<file path="src/rtl/muldiv_unit_pkg.sv">
// rtl/muldiv_unit_pkg.sv - shared op codes and decode helpers for the mul/div unit
//
// MD_* codes are the single definition shared by the decoder and muldiv_unit.

package muldiv_unit_pkg;

    localparam logic [2:0] MD_MULT  = 3'd0;
    localparam logic [2:0] MD_MULTU = 3'd1;
    localparam logic [2:0] MD_DIV   = 3'd2;
    localparam logic [2:0] MD_DIVU  = 3'd3;
    localparam logic [2:0] MD_MTHI  = 3'd4;
    localparam logic [2:0] MD_MTLO  = 3'd5;

    // Ops whose operands are two's complement and need magnitude conditioning.
    function automatic logic md_is_signed(input logic [2:0] op);
        return (op == MD_MULT) || (op == MD_DIV);
    endfunction

    // Ops that run the 32-iteration datapath.
    function automatic logic md_is_iter(input logic [2:0] op);
        return (op == MD_MULT) || (op == MD_MULTU) || (op == MD_DIV) || (op == MD_DIVU);
    endfunction

    function automatic logic md_is_div(input logic [2:0] op);
        return (op == MD_DIV) || (op == MD_DIVU);
    endfunction

endpackage

</file>
<file path="src/rtl/muldiv_unit_if.sv">
// rtl/muldiv_unit_if.sv - execute-stage <-> mul/div unit bundle
//
// start/op/a/b : issue strobe, MD_* op select, rs and rt operands (master drives)
// busy/done    : iteration in progress, one-cycle result-written pulse (slave drives)
// hi/lo        : architectural HI/LO register outputs (slave drives)

interface muldiv_unit_if #(
    parameter int WIDTH = 32
);
    logic             start;
    logic [2:0]       op;
    logic [WIDTH-1:0] a;
    logic [WIDTH-1:0] b;
    logic             busy;
    logic             done;
    logic [WIDTH-1:0] hi;
    logic [WIDTH-1:0] lo;

    modport master (
        output start, op, a, b,
        input  busy, done, hi, lo
    );

    modport slave (
        input  start, op, a, b,
        output busy, done, hi, lo
    );
endinterface

</file>
<file path="src/rtl/muldiv_unit.sv">
// rtl/muldiv_unit.sv - iterative 32-cycle multiply/divide unit owning HI/LO
//
// clk   : rising-edge clock
// rst_n : synchronous active-low reset; aborts any operation in flight
// bus   : muldiv_unit_if slave (start/op/a/b in, busy/done/hi/lo out)
//
// IDLE -> RUN (32 iterations, cnt 0..31) -> FINISH (sign fix, write HI/LO) -> IDLE.
// One WIDTH+1 bit adder/subtractor serves both shift-add multiply and restoring divide.

module muldiv_unit
    import muldiv_unit_pkg::*;
#(
    parameter int WIDTH = 32
) (
    input  logic          clk,
    input  logic          rst_n,
    muldiv_unit_if.slave  bus
);

    localparam logic [1:0] ST_IDLE   = 2'd0;
    localparam logic [1:0] ST_RUN    = 2'd1;
    localparam logic [1:0] ST_FINISH = 2'd2;
    localparam int         CW        = $clog2(WIDTH);

    logic [1:0]       state;
    logic [CW-1:0]    cnt;
    logic             busy_q;
    logic             done_q;
    logic [WIDTH-1:0] hi_q;
    logic [WIDTH-1:0] lo_q;

    // acc_hi: product high half / partial remainder.
    // acc_lo: multiplier shifting out + product low half / dividend shifting out + quotient.
    // opnd  : multiplicand / divisor magnitude.
    logic [WIDTH-1:0] acc_hi;
    logic [WIDTH-1:0] acc_lo;
    logic [WIDTH-1:0] opnd;
    logic             is_div;
    logic             is_signed;
    logic             sign_a;
    logic             sign_b;
    logic             b_zero;

    // Operand conditioning at issue. |0x80000000| stays 0x80000000 read as unsigned.
    logic             issue_signed;
    logic [WIDTH-1:0] abs_a;
    logic [WIDTH-1:0] abs_b;

    always_comb begin
        issue_signed = md_is_signed(bus.op);
        abs_a        = (issue_signed && bus.a[WIDTH-1]) ? -bus.a : bus.a;
        abs_b        = (issue_signed && bus.b[WIDTH-1]) ? -bus.b : bus.b;
    end

    // Shared adder. Divide subtracts the divisor from the remainder shifted left
    // by one with the next dividend bit; a clear top bit means no borrow, so the
    // quotient bit is 1 and the difference becomes the new remainder.
    logic [WIDTH:0]   add_x;
    logic [WIDTH:0]   add_y;
    logic [WIDTH:0]   add_sum;
    logic             q_bit;
    logic [WIDTH-1:0] div_rem_next;

    always_comb begin
        add_x = {1'b0, acc_hi};
        add_y = {1'b0, opnd};
        if (is_div) begin
            add_x = {acc_hi, acc_lo[WIDTH-1]};
        end else if (!acc_lo[0]) begin
            add_y = '0;
        end
        add_sum      = add_x + (add_y ^ {(WIDTH+1){is_div}}) + {{WIDTH{1'b0}}, is_div};
        q_bit        = ~add_sum[WIDTH];
        div_rem_next = q_bit ? add_sum[WIDTH-1:0] : add_x[WIDTH-1:0];
    end

    // Sign fix-up for FINISH. A zero divisor leaves the all-ones quotient
    // unnegated; the remainder path then reproduces the original dividend.
    logic [2*WIDTH-1:0] prod_fix;
    logic [WIDTH-1:0]   quot_fix;
    logic [WIDTH-1:0]   rem_fix;

    always_comb begin
        prod_fix = {acc_hi, acc_lo};
        if (is_signed && (sign_a ^ sign_b)) begin
            prod_fix = -{acc_hi, acc_lo};
        end
        quot_fix = (is_signed && (sign_a ^ sign_b) && !b_zero) ? -acc_lo : acc_lo;
        rem_fix  = (is_signed && sign_a) ? -acc_hi : acc_hi;
    end

    always_ff @(posedge clk) begin
        if (!rst_n) begin
            state     <= ST_IDLE;
            cnt       <= '0;
            busy_q    <= 1'b0;
            done_q    <= 1'b0;
            hi_q      <= '0;
            lo_q      <= '0;
            acc_hi    <= '0;
            acc_lo    <= '0;
            opnd      <= '0;
            is_div    <= 1'b0;
            is_signed <= 1'b0;
            sign_a    <= 1'b0;
            sign_b    <= 1'b0;
            b_zero    <= 1'b0;
        end else begin
            done_q <= 1'b0;
            case (state)
                ST_IDLE: begin
                    if (bus.start) begin
                        if (bus.op == MD_MTHI) begin
                            hi_q <= bus.a;
                        end else if (bus.op == MD_MTLO) begin
                            lo_q <= bus.a;
                        end else if (md_is_iter(bus.op)) begin
                            is_div    <= md_is_div(bus.op);
                            is_signed <= issue_signed;
                            sign_a    <= issue_signed & bus.a[WIDTH-1];
                            sign_b    <= issue_signed & bus.b[WIDTH-1];
                            b_zero    <= (bus.b == '0);
                            acc_hi    <= '0;
                            if (md_is_div(bus.op)) begin
                                acc_lo <= abs_a;
                                opnd   <= abs_b;
                            end else begin
                                acc_lo <= abs_b;
                                opnd   <= abs_a;
                            end
                            cnt    <= '0;
                            busy_q <= 1'b1;
                            state  <= ST_RUN;
                        end
                    end
                end
                ST_RUN: begin
                    if (is_div) begin
                        acc_hi <= div_rem_next;
                        acc_lo <= {acc_lo[WIDTH-2:0], q_bit};
                    end else begin
                        acc_hi <= add_sum[WIDTH:1];
                        acc_lo <= {add_sum[0], acc_lo[WIDTH-1:1]};
                    end
                    cnt <= cnt + CW'(1);
                    if (cnt == CW'(WIDTH-1)) begin
                        state <= ST_FINISH;
                    end
                end
                ST_FINISH: begin
                    if (is_div) begin
                        hi_q <= rem_fix;
                        lo_q <= quot_fix;
                    end else begin
                        hi_q <= prod_fix[2*WIDTH-1:WIDTH];
                        lo_q <= prod_fix[WIDTH-1:0];
                    end
                    cnt    <= '0;
                    done_q <= 1'b1;
                    busy_q <= 1'b0;
                    state  <= ST_IDLE;
                end
                default: begin
                    state  <= ST_IDLE;
                    busy_q <= 1'b0;
                end
            endcase
        end
    end

    assign bus.busy = busy_q;
    assign bus.done = done_q;
    assign bus.hi   = hi_q;
    assign bus.lo   = lo_q;

endmodule

</file>
<file path="src/flat_wrapper.sv">
// flat-port wrapper written by rule: the top's interface ports become plain ports
module muldiv_unit_flat import muldiv_unit_pkg::*;
#(
    parameter int WIDTH = 32
)
  (clk, rst_n, bus_start, bus_op, bus_a, bus_b, bus_busy, bus_done, bus_hi, bus_lo);
  muldiv_unit_if #(.WIDTH(WIDTH)) bus_i ();
  input  logic clk;
  input  logic rst_n;
  input wire logic [$bits(bus_i.start)-1:0] bus_start;
  input wire logic [$bits(bus_i.op)-1:0] bus_op;
  input wire logic [$bits(bus_i.a)-1:0] bus_a;
  input wire logic [$bits(bus_i.b)-1:0] bus_b;
  output wire logic [$bits(bus_i.busy)-1:0] bus_busy;
  output wire logic [$bits(bus_i.done)-1:0] bus_done;
  output wire logic [$bits(bus_i.hi)-1:0] bus_hi;
  output wire logic [$bits(bus_i.lo)-1:0] bus_lo;
  assign bus_i.start = bus_start;
  assign bus_i.op = bus_op;
  assign bus_i.a = bus_a;
  assign bus_i.b = bus_b;
  assign bus_busy = bus_i.busy;
  assign bus_done = bus_i.done;
  assign bus_hi = bus_i.hi;
  assign bus_lo = bus_i.lo;
  muldiv_unit #(.WIDTH(WIDTH)) u_core (.clk(clk), .rst_n(rst_n), .bus(bus_i));
endmodule
</file>
<file path="config.mk">
export PLATFORM = sky130hd
export DESIGN_NAME = muldiv_unit_flat
export DESIGN_NICKNAME = d
export VERILOG_FILES = /design/src/rtl/muldiv_unit_pkg.sv /design/src/rtl/muldiv_unit_if.sv /design/src/rtl/muldiv_unit.sv /design/src/flat_wrapper.sv
export SDC_FILE = /design/constraint.sdc
export NUM_CORES = 1
export LEC_CHECK = 0
export ABC_AREA = 1
export CAP_MARGIN = 20
export CORE_MARGIN = 1.5
export CORE_UTILIZATION = 40
export DETAILED_ROUTE_END_ITERATION = 7
export DONT_BUFFER_PORTS = 1
export MAX_ROUTING_LAYER = met4
export PLACE_DENSITY = 0.52
export REMOVE_ABC_BUFFERS = 1
export SYNTH_ARGS = -nofsm -noshare
export SYNTH_HDL_FRONTEND = slang
export SYNTH_SLANG_ARGS = --single-unit
</file>
<file path="constraint.sdc">
create_clock -name clk -period 8.14 [get_ports clk]
set_input_delay 1.221 -clock clk [delete_from_list [all_inputs] [get_ports clk]]
set_output_delay 1.221 -clock clk [all_outputs]
set_load 0.05 [all_outputs]
</file>
==> results of run 1 <==
## worst paths after layout
kind	startpoint	to	slack, ns
worst max-delay path	u_core.is_div	u_core.acc_hi[30]	3.62
worst min-delay path	u_core.cnt[4]	u_core.cnt[4]	0.48
worst max register to register	u_core.is_div	u_core.acc_hi[30]	3.62
worst min register to register	u_core.cnt[4]	u_core.cnt[4]	0.48
## cells by family (layout without fill, tap and decap cells)
logic type / Yosys count / in the layout / synth area share
adder cells (fa/ha/maj): 38 / 38 / 0.0297
buffers and inverters: 448 / 369 / 0.108
AO/OA/AOI/OAI: 627 / 627 / 0.208
flip-flops: 174 / 174 / 0.214
XOR/XNOR: 68 / 68 / 0.0367
AND/OR/NAND/NOR: 1545 / 1545 / 0.404
## layout make-up
cell class | count | area, um^2
Clock inverter | 14 | 141
Tap cell | 525 | 657
Inverter | 317 | 1190
Clock buffer | 18 | 439
Fill cell | 4480 | 22800
Timing Repair Buffer | 20 | 150
Multi-Input combinational cell | 2278 | 11000
Sequential cell | 174 | 3490
## power by group
part | leakage, nW | switching (mW) | internal [mW]
clock network | 0.290 | 0.406 | 0.460
registers | 1.43 | 0.330 | 0.975
logic | 6.11 | 1.50 | 0.588
## sequential cells by signal (all words and copies together), names as in the netlist
register,flops
u_core.acc_hi,32
u_core.acc_lo,32
u_core.b_zero,1
u_core.bus.busy,1
u_core.bus.done,1
u_core.bus.hi,32
u_core.bus.lo,32
u_core.cnt,5
u_core.is_div,1
u_core.is_signed,1
u_core.opnd,32
u_core.sign_a,1
u_core.sign_b,1
u_core.state,2
## through the flow
stage	util	total power, mW	hold WS (ns)	instance area (um^2)
6_report	0.428	4.26	0.478	17100
5_1_grt	0.428	4.52	0.497	17100
4_1_cts	0.428	4.21	0.477	17100
3_5_place_dp	0.414	3.35	0.467	16500
3_3_place_gp	0.414	3.35	0.452	16500
2_1_floorplan	-	2.63	0.445	15700
## critical path, stage by stage, from the launching register on
cell,delay [ns]
dfxtp_4,0.56
inv_4,0.40
buf_4,0.60
nor2_1,0.16
a21oi_1,0.34
ha_1,0.38
nand2_1,0.10
nand2_1,0.08
a21oi_1,0.24
nand2_1,0.12
a21oi_2,0.21
nand3_1,0.16
nand2_4,0.32
nand2_1,0.29
nand2_1,0.16
nand2_1,0.06
nand3_1,0.08
a21oi_1,0.07
## synth_stat cells, types with 3 or more instances
| library cell | instances |
|---|---|
| a21o_1 | 3 |
| buf_2 | 22 |
| a21oi_1 | 222 |
| nor4_1 | 7 |
| or2_2 | 10 |
| nor3_1 | 25 |
| o21bai_1 | 11 |
| nor2_2 | 15 |
| a21oi_2 | 4 |
| nand3b_1 | 10 |
| nand3_1 | 294 |
| nand4_1 | 34 |
| xnor2_1 | 7 |
| nand2_4 | 3 |
| nor2_4 | 6 |
| dfxtp_1 | 174 |
| buf_1 | 11 |
| xor2_1 | 61 |
| a31oi_1 | 19 |
| nand2_1 | 763 |
| nand2_2 | 8 |
| inv_1 | 304 |
| nor2_1 | 356 |
| ha_1 | 37 |
| o211ai_1 | 39 |
| o21ai_1 | 14 |
| a211oi_1 | 3 |
| buf_6 | 6 |
| inv_2 | 12 |
| nand3_2 | 5 |
| o21ai_0 | 297 |
| clkbuf_1 | 92 |
| nor3_2 | 3 |
## routing by layer
layer,GRT usage,vias up,routed length (um)
met5,-,-,0
met4,0.135,0,2810
met3,0.0856,104,7640
met2,0.544,927,32500
met1,0.516,9031,34800
li1,-,9324,-
==> reports/summary.txt, run 1 <==
Yosys top cell by area -> dfxtp_1
Starting Density -> 0.407
Final Max Slew Viols -> 0
Detailed Place HPWL -> 59,800 um
fmax -> 221 MHz
# DRC -> 0
Area Growth Syn to Fin -> 5.22%
Critical Path AT -> 4.86 ns
maximum vdd drop -> 0.000161 V
CTS tree -> built
Die X -> 205 um
Syn Area/Cell -> 5.60 um^2
first-pass GRT wire length -> 114,000 um
Worst Setup Start Kind -> flop
RSZ-0062 raised after global routing -> false
Area contributors post-synth -> dfxtp_1, nand2_1, o21ai_0
Worst Skew -> 0.0117 ns
synth unique cells -> 49
GPL Wtd Cong -> 0.987
share of the synthesized area in the top cell type -> 0.214
Non-Filler Instances -> 3,346
PwrDens -> 249 mW/mm^2
CTS sink count -> 174
Crit. End Element -> flop
Via-to-Cell Ratio -> 5.79
share of cells above drive strength 1 -> 0.0443
hold path cells -> 2
largest net degree at the start of global routing -> 130
via count -> 19,400
Worst Reg-to-Reg Cells -> 17
clk slew on worst S/H paths -> 0.08 ns
crit-path max FO -> 69
antenna fix cells -> 0
max_slew headroom -> 0.242
DR iter-0 viols -> 2,012
antenna violations before repair -> 0
period utilization -> 0.555
H-tree Lvls -> 4
CTS Hold Buffers Added -> 0
P_leak -> 7.83 nW
final worst setup slack -> 3.62 ns
Port Buf Inserts -> 0
Async S/R FF share, synth -> 0
pre-CTS WS -> 3.75 ns
number of flops mapped to enable cells by yosys -> 0
# IOs -> 136
Root Buffer -> clkbuf_16
placed insts -> 3,314
min-delay worst type -> flop to flop
synth warn -> 0
final setup fails -> 0
Core Region -> 0.0399 mm^2
Critical Path RT -> 8.48 ns
Post-CTS Resized -> 0
post-CTS setup buffer count -> 0
Final TNS setup -> 0 ns
CP Class -> flop to flop
clock latency on the worst-skew pair -> 0.48 ns
num rows -> 73
Seq/Total Area, Yosys -> 0.214
drt first pass iters -> 6
total CTS buffers -> 17
post-route ant nets -> 0
final WL -> 77,700 um
status -> completed
#FFs+latches synth -> 174
Tmin final -> 4.52 ns
Bufs on Longest Clock Path -> 2
grt ovf -> 0
Layout Nets -> 2,916
commonest non-fill, non-tap cell in the layout -> nand2_1
Synth Cell Area -> 0.0162 mm^2
vias in the first global route -> 17,500
full die area -> 0.0418 mm^2
dominant synthesized flop cell -> dfxtp_1
Worst-Margin Slew -> 1.13 ns
commonest non-fill, non-tap cells in the layout -> nand2_1, nor2_1, inv_1, o21ai_0, nand3_1
max-cap violations -> 0
Final Hold Fails -> 0
WL/cell -> 23.2 um
Die Ht -> 205 um
Syn Inst Count -> 2,900
Tot GR Track Use -> 0.379
Note: power is estimated with default switching activity, not from simulation.
==> run 2: changes to the inputs <==
==> constraint.sdc (replaced) <==
create_clock -name clk -period 4.45 [get_ports clk]
set_input_delay 0.6675 -clock clk [delete_from_list [all_inputs] [get_ports clk]]
set_output_delay 0.6675 -clock clk [all_outputs]
set_load 0.05 [all_outputs]
==> reports/summary.txt, run 2 (same netlist as run 1, synthesis figures left out) <==
total CTS buffers -> 17 (unchanged)
WHS Endpoint -> u_core.is_signed
Final TNS setup -> 0 ns (unchanged)
P_leak -> 7.90 nW (+0.95%)
Layout Nets -> 2,931 (+0.51%)
Fill cells -> 4,517 (+0.83%)
Storage cell area -> 0.00349 mm^2 (about the same)
family with the most delay on the worst path -> simple AND/OR/NAND/NOR gates
commonest non-fill, non-tap cell in the layout -> nand2_1
full die area -> 0.0418 mm^2 (unchanged)
Via-to-Cell Ratio -> 5.84 (+0.81%)
crit-path cells -> buf_4 -> nand3_1 -> o21ai_0 -> ha_1 -> nand2_1 -> inv_1 -> a21oi_1 -> nand2_1 -> a21oi_2 -> nand3_1 -> nand2_4 -> nand2_1 -> nand2_1 -> nand2_1 -> nand3_1 -> a21oi_1
critical path buffer and inverter count -> 2 (unchanged)
Crit. End Element -> flop
Post-CTS Resized -> 0 (unchanged)
Area Growth Syn to Fin -> 6.13%
pre-CTS WS -> 0.624 ns (-3.13 ns)
Multi-input gate area -> 0.0110 mm^2 (unchanged)
Starting Density -> 0.407 (unchanged)
RSZ-0062 raised after global routing -> false
R2R Setup Slk -> 0.57 ns (-3.05 ns)
GPL Wtd Cong -> 1.00 (+1.6%)
hold path cells -> 1 (-1)
Port Buf Inserts -> 0 (unchanged)
H-tree Lvls -> 4 (unchanged)
final setup fails -> 0 (unchanged)
antenna violations before repair -> 3 (+3)
# DRC -> 0 (unchanged)
worst min-delay path startpoint -> bus_op[0]
min-delay worst type -> input port to flop
Critical Path AT -> 4.23 ns (-0.63 ns)
final WL -> 78,000 um (+0.40%)
DR iter-0 viols -> 2,351 (+17%)
Critical Path RT -> 4.80 ns (-3.68 ns)
slowest stage cell on the critical path -> dfxtp_1
largest net degree at the start of global routing -> 130 (unchanged)
PwrDens -> 453 mW/mm^2 (+82%)
max_slew headroom -> 0.302 (+0.0592)
# IOs -> 136 (unchanged)
Worst Reg-to-Reg Cells -> 16 (-1)
Power Total -> 7.80 mW (+83%)
first-pass GRT wire length -> 114,000 um (+0.13%)
vias in the first global route -> 17,600 (+0.36%)
status -> completed
Core Region -> 0.0399 mm^2 (unchanged)
Reg-to-Reg Start -> u_core.acc_lo[0]
Bufs on Longest Clock Path -> 2 (unchanged)
CTS Hold Buffers Added -> 0 (unchanged)
num rows -> 73 (unchanged)
Worst-Margin Slew -> 1.04 ns (-0.0880 ns)
via count -> 19,600 (+1.3%)
period utilization -> 0.872 (+0.317)
crit-path max cell delay -> 0.76 ns (+0.16 ns)
CTS sink count -> 174 (unchanged)
post-route ant nets -> 0 (unchanged)
clock latency on the worst-skew pair -> 0.50 ns (+0.02 ns)
Final Hold Fails -> 0 (unchanged)
WL/cell -> 23.2 um (-0.11%)
Die Ht -> 205 um (unchanged)
drt first pass iters -> 6 (unchanged)
clk slew on worst S/H paths -> 0.07 ns (about the same)
Tot GR Track Use -> 0.380 (+0.00146)
crit-path max FO -> 25 (-64%)
placed standard-cell area -> 0.0166 mm^2 (+0.78%)
Worst Setup Start Kind -> flop
maximum vdd drop -> 0.000322 V (+100%)
Most common cell on crit path -> nand2_1
fmax -> 258 MHz (+16%)
Final Max Slew Viols -> 0 (unchanged)
Detailed Place HPWL -> 60,600 um (+1.2%)
post-CTS setup buffer count -> 0 (unchanged)
commonest non-fill, non-tap cells in the layout -> nand2_1, nor2_1, inv_1, o21ai_0, nand3_1
share of cells above drive strength 1 -> 0.0483 (+0.00400)
r2r endpoint -> u_core.acc_hi[30]
grt ovf -> 0 (unchanged)
max-cap violations -> 0 (unchanged)
final worst setup slack -> 0.570 ns (-3.05 ns)
Die X -> 205 um (unchanged)
Root Buffer -> clkbuf_16
Tmin final -> 3.88 ns (-0.639 ns)
Worst Skew -> 0.0180 ns (+0.00627 ns)
CTS tree -> built
Core Util, Final -> 0.432 (+0.00370)
CP Class -> flop to flop
Post-Layout Inst Area -> 0.0172 mm^2 (+0.86%)
## run 2: cell count changes in the layout (fill, tap and decap cells not counted), sizes merged
cell and change:
buf +15, clkinv -3, diode +2, inv +2, bufinv -1, clkbuf +1
clkinvlp +1
## run 2: layer usage
metal	GRT usage	wire length, um
met5	-	0
met4	0.171	3570
met3	0.0959	8410
met1	0.515	34500
met2	0.526	31600
## run 2: where the power goes
part / total, mW / internal (mW) / switching (mW)
clock network: 1.56 / 0.784 / 0.778
logic: 3.90 / 1.11 / 2.79
registers: 2.34 / 1.78 / 0.555
total: 7.80 / 3.68 / 4.12
## run 2: how the worst max path moves through the flow
stage	from	endpoint	slack (ns)	cells after the start
final	u_core.acc_lo[0]	u_core.acc_hi[30]	0.57	16
after global routing	u_core.is_div	u_core.acc_hi[0]	0.30	19
after CTS	u_core.acc_lo[0]	u_core.acc_hi[30]	0.62	16
after detailed placement	u_core.acc_lo[0]	u_core.acc_hi[30]	0.62	16
after global placement	u_core.acc_lo[0]	u_core.acc_hi[30]	0.58	16
after floorplan	u_core.is_div	u_core.acc_hi[21]	-1.61	17
## run 2: through the flow
| stage | std cells | hold WS, ns |
|---|---|---|
| floorplan | 2769 | 0.445 |
| global placement | 3328 | 0.451 |
| detailed placement | 3328 | 0.466 |
| CTS | 3360 | 0.235 |
| global route | 3362 | 0.257 |
| finish | 3363 | 0.263 |
## run 2: layout make-up
cell class	count	area share
timing repair buffer	35	0.0179
sequential	174	0.202
tap	525	0.0381
clock inverter	13	0.00777
inverter	317	0.0692
multi-input combinational	2278	0.639
clock buffer	19	0.0251
antenna	2	0.000290
## run 2: worst reg2reg max path, delay by kind of cell, from the launching register on
family	cells	cell delay, ns
simple gates	9	1.41
flops	1	0.76
compound gates	4	0.74
buf+inv	2	0.46
fa+ha+maj	1	0.38
